File: config.mk
export PLATFORM = sky130hd
export DESIGN_NAME = fetch_pc_gen
export DESIGN_NICKNAME = d
export VERILOG_FILES = /design/src/rtl/fetch_pc_gen_pkg.sv /design/src/rtl/fetch_pc_gen_lane_mask.sv /design/src/rtl/fetch_pc_gen.sv
export SDC_FILE = /design/constraint.sdc
export NUM_CORES = 1
export LEC_CHECK = 0
export CAP_MARGIN = 40
export CORE_MARGIN = 4
export CORE_UTILIZATION = 32
export DETAILED_ROUTE_END_ITERATION = 6
export PLACE_DENSITY = 0.62
export SLEW_MARGIN = 20
export SYNTH_ARGS = -nofsm -noshare
export SYNTH_HDL_FRONTEND = slang
export SYNTH_HIERARCHICAL = 1
export SYNTH_SLANG_ARGS = --single-unit
File: constraint.sdc
create_clock -name clk -period 4.73 [get_ports clk]
set_input_delay 1.1825 -clock clk [delete_from_list [all_inputs] [get_ports clk]]
set_output_delay 1.1825 -clock clk [all_outputs]
set_load 0.1 [all_outputs]
File: src/rtl/fetch_pc_gen_pkg.sv
// -----------------------------------------------------------------------------
// fetch_pc_gen_pkg
// Shared front-end definitions for the fetch PC generator:
//   - fetch_state_e   : sequencing states of the PC generator
//   - redirect_cause_e: which source decides the next PC in a given cycle
//   - group_bytes()   : bytes covered by one fetch group
//   - off_bits()      : number of PC bits addressing a byte inside a group
// -----------------------------------------------------------------------------
package fetch_pc_gen_pkg;

    typedef enum logic [1:0] {
        S_START  = 2'd0,   // first cycle after reset release, nothing presented
        S_RUN    = 2'd1,   // a fetch group is presented
        S_BUBBLE = 2'd2    // one dead cycle following a flush/branch redirect
    } fetch_state_e;

    // Ordered by priority, highest first.
    typedef enum logic [2:0] {
        RC_NONE   = 3'd0,  // pc holds
        RC_FLUSH  = 3'd1,  // trap/exception redirect
        RC_BRANCH = 3'd2,  // resolved mispredict
        RC_PRED   = 3'd3,  // predictor-taken exit of the fired group
        RC_SEQ    = 3'd4   // sequential advance to the next aligned group
    } redirect_cause_e;

    function automatic int group_bytes(input int fetch_width);
        return fetch_width * 4;
    endfunction

    function automatic int off_bits(input int fetch_width);
        return $clog2(fetch_width * 4);
    endfunction

endpackage : fetch_pc_gen_pkg

File: src/rtl/fetch_pc_gen_lane_mask.sv
// -----------------------------------------------------------------------------
// fetch_pc_gen_lane_mask
// Combinational per-lane valid mask for one fetch group.
// Lane i is valid when it is at or after the entry lane and, if the predictor
// marks a taken branch, at or before the lane holding that branch.
// A predicted slot below the entry lane yields an all-zero mask.
// Ports:
//   first_lane  in  SLOT_W       entry lane derived from the group PC
//   pred_taken  in  1            predictor reports a taken branch in the group
//   pred_slot   in  SLOT_W       lane holding the predicted branch
//   lane_mask   out FETCH_WIDTH  bit i = lane i valid
// -----------------------------------------------------------------------------
module fetch_pc_gen_lane_mask #(
    parameter int FETCH_WIDTH = 2,
    parameter int SLOT_W      = 1
) (
    input  logic [SLOT_W-1:0]      first_lane,
    input  logic                   pred_taken,
    input  logic [SLOT_W-1:0]      pred_slot,
    output logic [FETCH_WIDTH-1:0] lane_mask
);

    always_comb begin
        // NOTE: every output of a combinational block gets a default before any
        // conditional logic, so no path leaves it unassigned and no latch is inferred.
        lane_mask = '0;
        for (int i = 0; i < FETCH_WIDTH; i++) begin
            lane_mask[i] = (SLOT_W'(i) >= first_lane) &&
                           (!pred_taken || (SLOT_W'(i) <= pred_slot));
        end
    end

endmodule : fetch_pc_gen_lane_mask

File: src/rtl/fetch_pc_gen.sv
// -----------------------------------------------------------------------------
// fetch_pc_gen
// Fetch-group PC generator for a FETCH_WIDTH-wide front end. Arbitrates
// flush > branch > predicted-taken > sequential, presents the group over a
// valid/ready handshake and counts accepted flush/branch redirects.
// Ports:
//   clk, rst_n          clock, asynchronous active-low reset
//   stall               freezes handshake and PC advance (redirects still taken)
//   flush_valid/_addr   trap redirect (highest priority)
//   br_valid/_addr      mispredict redirect
//   pred_taken/_slot/_target  BTB prediction for the presented group
//   out_valid/out_ready handshake to the fetch buffer
//   out_pc              PC of the first valid lane
//   out_lane_mask       per-lane valid bits
//   redirect_cnt        saturating count of accepted flush/branch redirects
// -----------------------------------------------------------------------------
module fetch_pc_gen
    import fetch_pc_gen_pkg::*;
#(
    parameter int              XLEN            = 32,
    parameter int              FETCH_WIDTH     = 2,
    parameter logic [XLEN-1:0] RESET_VECTOR    = '0,
    parameter bit              REDIRECT_BUBBLE = 1'b1,
    parameter int              CNT_W           = 16,
    localparam int             SLOT_W          = (FETCH_WIDTH > 1) ? $clog2(FETCH_WIDTH) : 1
) (
    input  logic                   clk,
    input  logic                   rst_n,
    input  logic                   stall,
    input  logic                   flush_valid,
    input  logic [XLEN-1:0]        flush_addr,
    input  logic                   br_valid,
    input  logic [XLEN-1:0]        br_addr,
    input  logic                   pred_taken,
    input  logic [SLOT_W-1:0]      pred_slot,
    input  logic [XLEN-1:0]        pred_target,
    output logic                   out_valid,
    input  logic                   out_ready,
    output logic [XLEN-1:0]        out_pc,
    output logic [FETCH_WIDTH-1:0] out_lane_mask,
    output logic [CNT_W-1:0]       redirect_cnt
);

    localparam int GROUP_BYTES = group_bytes(FETCH_WIDTH);
    localparam int OFF_BITS    = off_bits(FETCH_WIDTH);

    fetch_state_e    state, state_next;
    redirect_cause_e cause;
    logic [XLEN-1:0] pc, pc_next, base;
    logic [SLOT_W-1:0] first_lane;
    logic            fire;
    logic            redirect;

    // Targets are word aligned; their two low bits are intentionally ignored.
    logic unused_low_bits;
    assign unused_low_bits = ^{flush_addr[1:0], br_addr[1:0], pred_target[1:0]};

    assign base = pc & ~XLEN'(GROUP_BYTES - 1);

    // With a single lane there is no lane-select field in the PC.
    if (FETCH_WIDTH > 1) begin : g_first_lane
        assign first_lane = pc[OFF_BITS-1:2];
    end else begin : g_first_lane_single
        assign first_lane = '0;
    end

    assign out_valid = (state == S_RUN);
    assign out_pc    = pc;
    assign fire      = out_valid & out_ready & ~stall;
    assign redirect  = flush_valid | br_valid;

    fetch_pc_gen_lane_mask #(
        .FETCH_WIDTH (FETCH_WIDTH),
        .SLOT_W      (SLOT_W)
    ) u_lane_mask (
        .first_lane (first_lane),
        .pred_taken (pred_taken),
        .pred_slot  (pred_slot),
        .lane_mask  (out_lane_mask)
    );

    always_comb begin
        cause = RC_NONE;
        if (flush_valid)             cause = RC_FLUSH;
        else if (br_valid)           cause = RC_BRANCH;
        else if (fire && pred_taken) cause = RC_PRED;
        else if (fire)               cause = RC_SEQ;
    end

    always_comb begin
        pc_next    = pc;
        state_next = state;

        // START and BUBBLE each last exactly one cycle.
        if (state != S_RUN) state_next = S_RUN;

        unique case (cause)
            RC_FLUSH: begin
                pc_next    = {flush_addr[XLEN-1:2], 2'b00};
                state_next = REDIRECT_BUBBLE ? S_BUBBLE : S_RUN;
            end
            RC_BRANCH: begin
                pc_next    = {br_addr[XLEN-1:2], 2'b00};
                state_next = REDIRECT_BUBBLE ? S_BUBBLE : S_RUN;
            end
            RC_PRED:  pc_next = {pred_target[XLEN-1:2], 2'b00};
            RC_SEQ:   pc_next = base + XLEN'(GROUP_BYTES);   // wraps modulo 2^XLEN
            default:  pc_next = pc;
        endcase
    end

    always_ff @(posedge clk or negedge rst_n) begin
        if (!rst_n) begin
            state <= S_START;
            pc    <= RESET_VECTOR;
        end else begin
            // NOTE: sequential state is updated with non-blocking assignments so
            // every register samples the pre-edge values, independent of order.
            state <= state_next;
            pc    <= pc_next;
        end
    end

    // Flush and branch in the same cycle are one redirect; the count sticks at all-ones.
    always_ff @(posedge clk or negedge rst_n) begin
        if (!rst_n) begin
            redirect_cnt <= '0;
        end else if (redirect && !(&redirect_cnt)) begin
            redirect_cnt <= redirect_cnt + 1'b1;
        end
    end

endmodule : fetch_pc_gen

# == Word level (Yosys, flattened, before mapping) ==
# Index checks and enable logic that the tools add are counted.
# totals
inputBits,104
reg_bits,50
elab_cells,38
n_memories,0
out_inout_bits,51
mem_bits_rw,0
romBits,0
latchBits,0
# op_classes
n_eq_ne,6
multipliers,0
n_lt_le_gt_ge,4
n_reduce_logical,12
div,0
mux,7
bitwise_logic,4
addsub,2
shift,0
# op_table
cell,n
$pmux 32 s4,1
$add 32x4->32 const B,1
$add 16x1->16 const B,1
$reduce_and 16->1,1
$mux 3,4
$eq 3x2->1 const B,2
$logic_and 1x1->1,4
$mux 2,2
$reduce_bool 4->1,1
$eq 3x1->1 const B,1
$eq 3x3->1 const B,1
$and 1x1->1,2
$eq 2x1->1 const B,1
$ge 1x1->1 const A,2
$le 1x1->1 const A,2
$logic_not 1->1,2
$logic_or 1x1->1,2
$ne 2x1->1 const B,1
$reduce_bool 2->1,1
$reduce_or 2->1,1
$not 1->1,1
$or 1x1->1,1

# == Longest topological paths before layout ==
# Gate-level depths: netlist of the first run.
# logic_depth
depth_word,10
depth_mapped,9
mapped_depth_nobuf,6

# == Modules after synthesis ==
# Netlist of the first run, hierarchy kept.
# by_module_without_submodules
mod,seq_area_each_um2,area_per_inst_um2,n_inst,cells_each
fetch_pc_gen,1201.2,3248.1,1,389
fetch_pc_gen_lane_mask,0.0,10.0,1,2

# == Worst setup path before layout of the first run ==
# Ideal clock, no wire load.
# synth_timing
kind,in2out
start,in pred_slot
end,out out_lane_mask[1]
arrival_time_ns,1.934
slack_ns,1.614
stages,1
path_cell_list,nand2b_1
# synth_between
elab_chain_cells,3
# synth_rtl
item,line_no,text
from (decl),fetch_pc_gen.sv:35,"input logic [SLOT_W-1:0] pred_slot,"
$le 1x1->1,fetch_pc_gen_lane_mask.sv:29,(!pred_taken || (SLOT_W'(i) <= pred_slot));
$logic_or 1x1->1,fetch_pc_gen_lane_mask.sv:29,
$logic_and 1x1->1,fetch_pc_gen_lane_mask.sv:28,lane_mask[i] = (SLOT_W'(i) >= first_lane) &&
to (decl),fetch_pc_gen.sv:40,"output logic [FETCH_WIDTH-1:0] out_lane_mask,"
# No other way between the ends.

# == Worst setup path in the final report of the first run ==
# layout_timing
start,in pred_taken
end,out out_lane_mask[1]
# layout_between
elab_chain_cells,3
# layout_rtl
item,line_no,text
from (decl),fetch_pc_gen.sv:34,"input logic pred_taken,"
$logic_not 1->1,fetch_pc_gen_lane_mask.sv:29,
$logic_or 1x1->1,fetch_pc_gen_lane_mask.sv:29,
$logic_and 1x1->1,fetch_pc_gen_lane_mask.sv:28,
# No other way between the ends.

==> flow_summary_export.csv, run 1 <==
group,metric,value,unit
run_status,status,"finished clean",
floorplanning,pin_count,155,
cells_and_area,layout.nets,682,
global_routing,met2_usage,0.368,
global_routing,grt_overflow,0,
logic_synthesis,ys_ff_latch,48,
critical_path,required,3.55,ns
critical_path,path_cells,"clkdlybuf4s50_1, buf_4, nand2b_1, buf_4",
placed_design,dpl_cell_area,0.00570,mm2
sta,slew_viol_final,0,
sta,finalSetupTns,0,ns
critical_path,crit_buf_inv,3,
critical_path,ff2ff_setup_slack,2.45,ns
global_routing,grt_max_degree,49,
detailed_routing,via_per_inst,5.33,
placed_design,place_ws,1.21,ns
global_routing,grt_pass1_vias,3879,
cells_and_area,synthToLayoutAreaGrowth,78.3,%
sta,fmax,293,MHz
cells_and_area,postLayoutCoreUtil,0.589,
sta,post-route-min-period,3.42,ns
global_routing,antenna_found_initial,0,
floorplanning,core,0.00986,mm2
placed_design,portBuffers,146,
placed_design,place.gp.congestion,0.885,
detailed_routing,routed-via-count,3781,
clock_tree,cts_setup_buffers,0,
logic_synthesis,synth_edf_count,0,
clock_tree,htree_levels,2,
detailed_routing,drt_iter0_drc,175,
logic_synthesis,synth_common_cells,"dfrtp_1, nand2_1, o21ai_0",
sta,relSlewSlack,0.452,
global_routing,grt_usage,0.216,
logic_synthesis,synth_area_leader_cell,"dfrtp_1",
floorplanning,initial_core_util,0.330,
clock_tree,cts_hold_buf,0,
logic_synthesis,synth_area,0.00326,mm2
sta,rsz0062_at_grt,"no",
floorplanning,dieArea,0.0119,mm2
logic_synthesis,ys_warn_count,6,
critical_path,cp_slowest_cell,"clkdlybuf4s50_1",
global_routing,gr-usage-met3,0.0343,
floorplanning,die_w,109,um
sta,worst_pin_slew,0.818,ns
cells_and_area,drive_gt1_frac,0.140,
logic_synthesis,seq_area_frac_synth,0.369,
logic_synthesis,postSynthCellCount,391,
critical_path,path_class,"in2out",
worst_hold_path,hold_path_class,"reg2reg",
detailed_routing,detail_route.wl_per_cell,18.1,um
detailed_routing,drt_wl_total,12.8,mm
clock_tree,cts_sinks,48,
detailed_routing,drt-pass1-iter-count,4,
critical_path,cp_top_family,"buffers and inverters",
power,p_per_area,336,mW/mm2
cells_and_area,design_area,0.00581,mm2
clock_tree,numCtsBuffers,5,
floorplanning,die_h,109,um
detailed_routing,drt.antenna.violating_nets,0,
clock_tree,clk_pin_slew_worst_paths,0.09,ns
global_routing,met1_usage,0.277,
sta,setup_viol,0,
critical_path,critPathArrivalTime,2.24,ns
critical_path,cp-end-kind,"output port",
sta,clock_skew,0.00523,ns
clock_tree,clk_latency,0.30,ns
global_routing,grt.busiest_layer,"met2",
clock_tree,cts-resized-gates,0,
cells_and_area,insertedDiodeCount,0,
detailed_routing,drc,0,
placed_design,dp_hpwl,9.79,mm
critical_path,crit_path_frequent_cell,"buf_4",
logic_synthesis,avgSynthCellArea,8.33,um2
clock_tree,tritoncts,"yes",
power,ir_worst_vdd,0.261,mV
sta,final.setup.worst_slack,1.31,ns
sta,post-route-period-util,0.723,
sta,hold_violations,0,
clock_tree,cts_max_path_buffers,2,
logic_synthesis,synthArstFlopShare,1.00,
critical_path,critPathMaxFanout,24,
logic_synthesis,synthFlopType,"dfrtp_1",
logic_synthesis,yosysMostFrequentCell,"dfrtp_1",
floorplanning,num_rows,36,
placed_design,dp.cells,702,
clock_tree,clockRootBuffer,"clkbuf_8",
power,power.leakage,2.31,nW
logic_synthesis,synthDistinctLibCells,57,
logic_synthesis,synth_top_area_share,0.369,
global_routing,grt_pass1_wl,20.2,mm
run,max-cap-violations,0,
cells_and_area,stdcell_count,710,
critical_path,critPathMaxStageDelay,0.45,ns
logic_synthesis,synth_top_cells_by_area,"dfrtp_1, o21ai_0, nand2_1, xnor2_1, a21oi_1",
critical_path,critical_path.startpoint_type,"input pin",
[per-layer routing]
| metal | up-vias | share of wire |
|---|---|---|
| met3 | 22 | 0.065 |
| met1 | 1786 | 0.43 |
| met4 | 0 | 0.025 |
| met5 | - | 0 |
| li1 | 1824 | - |
| met2 | 149 | 0.48 |
[per-stage QoR]
step / power (mW) / hold slack (ns)
after floorplan: 1.14 / 0.851
after global placement: 1.41 / 0.480
after detailed placement: 1.66 / 0.477
after CTS: 1.96 / 0.491
after global routing: 2.03 / 0.530
final: 1.95 / 0.490
[where the power goes]
group          leakage [nW]  internal [mW]  switching (mW)  total (mW)
combinational          1.67          0.442           0.655        1.10
sequential            0.580          0.469          0.0871       0.556
clock                0.0552          0.157           0.142       0.300
total                  2.31           1.07           0.884        1.95
[state kept, by name, indices dropped and copies added (netlist names)]
signal        count
redirect_cnt     16
state             2
out_pc           30
[area by class of cell]
class | count | area, um2
inverters | 10 | 38.8
flip-flops and latches | 48 | 1200
clock inverters | 2 | 35.0
fillers | 832 | 4060
repair buffers | 204 | 2390
multi-input cells | 307 | 1910
well taps | 133 | 166
clock buffers | 6 | 72.6
[cell families after synthesis]
family,after synthesis,share of synthesized area
buffers and inverters,37,0.0492
muxes,7,0.0223
AOI/OAI and AO/OA,125,0.247
adders and majority gates,2,0.00768
DFF,48,0.369
other,1,0.00115
and+or+nand+nor,148,0.242
xor gates and xnor gates,23,0.0618
[worst paths after layout]
kind                                                   start                           end  cells past startpoint
worst max-delay path                              pred_taken              out_lane_mask[1]                      4
worst min-delay path            redirect_cnt[14]$_DFFE_PN0P_  redirect_cnt[14]$_DFFE_PN0P_                      1
worst max register to register          state[1]$_DFFE_PN0P_        out_pc[15]$_DFFE_PN0P_                      7
worst min register to register  redirect_cnt[14]$_DFFE_PN0P_  redirect_cnt[14]$_DFFE_PN0P_                      1
max in group asynchronous                              rst_n        out_pc[12]$_DFFE_PN0P_                      2
min in group asynchronous                              rst_n   redirect_cnt[9]$_DFFE_PN0P_                      2
[layout by cell type (no fill, tap or decap), types with 3 or more instances in the layout]
cell type,instances
a31oi_1,6
clkdlybuf4s50_1,144
dfrtp_1,48
o22ai_1,8
xor2_1,6
clkbuf_8,5
and3_1,6
a211oi_1,3
nand4_1,13
a2bb2oi_1,6
buf_4,11
nand2_1,44
nor3_1,9
and4_1,5
nand2b_1,3
a22o_1,3
o21ai_0,39
inv_1,7
xnor2_1,17
nor4_1,4
a221oi_1,4
buf_16,11
mux2i_1,5
buf_8,37
o211ai_1,3
nor2_1,23
or3_1,3
a21oi_1,27
a221o_1,6
nand3_1,24
Power figures use the tool's default switching activity.
==> inputs of run 2 (changes only) <==
==> constraint.sdc (replaced) <==
create_clock -name clk -period 3.4 [get_ports clk]
set_input_delay 0.85 -clock clk [delete_from_list [all_inputs] [get_ports clk]]
set_output_delay 0.85 -clock clk [all_outputs]
set_load 0.1 [all_outputs]
==> flow_summary_export.csv, run 2 (synthesized netlist as in run 1, its figures left out) <==
group,metric,value,unit
global_routing,grt_max_degree,41,
global_routing,gr-usage-met3,0.0462,
critical_path,critPathMaxFanout,40,
cells_and_area,design_area,0.00489,mm2
clock_tree,htree_levels,2,
clock_tree,numCtsBuffers,5,
global_routing,grt_usage,0.203,
critical_path,cp-end-kind,"flop",
sta,worst_pin_slew,0.848,ns
critical_path,critPathArrivalTime,2.83,ns
global_routing,grt_pass1_vias,3581,
floorplanning,core,0.00986,mm2
power,combPwrFrac,0.478,
placed_design,dpl_cell_area,0.00476,mm2
detailed_routing,drt-pass1-iter-count,4,
cells_and_area,insertedDiodeCount,0,
floorplanning,num_rows,36,
cells_and_area,postLayoutCoreUtil,0.495,
power,clkPwrFrac,0.204,
critical_path,ff2ff_setup_slack,1.20,ns
floorplanning,die_h,109,um
global_routing,grt.busiest_layer,"met2",
worst_hold_path,hold_path_class,"reg2reg",
clock_tree,cts_max_path_buffers,2,
run,max-cap-violations,0,
cells_and_area,drive_gt1_frac,0.158,
cells_and_area,multi_input_comb_area,0.00191,mm2
cells_and_area,final_cell_mix,"clkdlybuf4s50_1, buf_4, dfrtp_1",
cells_and_area,final_common_cell,"clkdlybuf4s50_1",
detailed_routing,via_per_inst,5.41,
placed_design,place.gp.congestion,0.892,
clock_tree,cts_hold_buf,0,
cells_and_area,regArea,0.00120,mm2
sta,clock_skew,0.00710,ns
clock_tree,cts_sinks,48,
placed_design,dp_hpwl,9.09,mm
global_routing,met1_usage,0.270,
power,ir_worst_vdd,0.427,mV
clock_tree,clockRootBuffer,"clkbuf_8",
power,power.switching,1.17,mW
global_routing,met2_usage,0.339,
sta,setup_viol,0,
sta,hold_violations,0,
power,p_int,1.27,mW
sta,relSlewSlack,0.431,
clock_tree,tritoncts,"yes",
power,power.leakage,1.98,nW
sta,final.setup.worst_slack,0.757,ns
global_routing,antenna_found_initial,0,
global_routing,grt_pass1_wl,18.8,mm
cells_and_area,largest_reg_flops,30,
placed_design,portBuffers,146,
detailed_routing,routed-via-count,3589,
floorplanning,initial_core_util,0.330,
cells_and_area,synthToLayoutAreaGrowth,50.0,%
sta,post-route-period-util,0.777,
detailed_routing,detail_route.wl_per_cell,18.1,um
clock_tree,cts_setup_buffers,0,
sta,rsz0062_at_grt,"no",
power,p_per_area,498,mW/mm2
critical_path,required,3.59,ns
cells_and_area,fill_cells,945,
floorplanning,dieArea,0.0119,mm2
detailed_routing,drt_iter0_drc,160,
critical_path,path_class,"in2reg",
detailed_routing,drt.antenna.violating_nets,0,
power,netSwitchingFraction,0.480,
power,p_seq_frac,0.318,
sta,slew_viol_final,0,
global_routing,grt_overflow,0,
detailed_routing,drc,0,
clock_tree,clk_pin_slew_worst_paths,0.10,ns
sta,post-route-min-period,2.64,ns
critical_path,critical_path.startpoint_type,"input pin",
floorplanning,die_w,109,um
sta,finalSetupTns,0,ns
clock_tree,cts-resized-gates,0,
floorplanning,pin_count,155,
clock_tree,clk_latency,0.31,ns
placed_design,place_ws,0.446,ns
cells_and_area,layout.nets,637,
detailed_routing,drt_wl_total,12.0,mm
sta,fmax,378,MHz
run_status,status,"finished clean",
run 2: layout make-up:
class / count / area share
Multi-Input combinational cell: 307 / 0.390
Timing Repair Buffer: 159 / 0.296
Sequential cell: 48 / 0.246
Tap cell: 133 / 0.0341
Clock buffer: 5 / 0.0141
Clock inverter: 2 / 0.0123
Inverter: 10 / 0.00794
run 2: critical path, stage by stage:
cell and delay, ns:
clkdlybuf4s50_1 0.48, buf_4 0.39, inv_1 0.46, nor2_1 0.26, nor4_1 0.07, a311o_1 0.32
run 2: power groups by stage:
stage	registers, mW	logic, mW	clock network, mW
detailed placement	0.782	1.17	0
global placement	0.776	1.16	0
global route	0.791	1.22	0.523
finish	0.774	1.16	0.496
floorplan	1.34	0.248	0
CTS	0.771	1.17	0.503
run 2: final timing paths:
check	start	endpoint	cells past startpoint
worst min register to register	redirect_cnt[14]$_DFFE_PN0P_	redirect_cnt[14]$_DFFE_PN0P_	1
worst max register to register	out_pc[5]$_DFFE_PN0P_	out_pc[30]$_DFFE_PN0P_	5
worst max-delay path	flush_valid	out_pc[28]$_DFFE_PN0P_	6
min in group asynchronous	rst_n	redirect_cnt[6]$_DFFE_PN0P_	1
max in group asynchronous	rst_n	out_pc[28]$_DFFE_PN0P_	2
worst min-delay path	redirect_cnt[14]$_DFFE_PN0P_	redirect_cnt[14]$_DFFE_PN0P_	1
run 2: routing by layer:
| metal | wire (um) | vias up |
|---|---|---|
| met5 | 0 | - |
| met4 | 148 | 0 |
| met3 | 941 | 10 |
| met2 | 5720 | 137 |
| met1 | 5230 | 1706 |
| li1 | - | 1736 |
run 2: stage by stage:
step                total power [mW]  instances  hold WS [ns]
floorplan                       1.59        392         0.554
global placement                1.94        656         0.482
detailed placement              1.95        657         0.482
CTS                             2.44        664         0.500
global route                    2.53        664         0.539
finish                          2.43        664         0.509
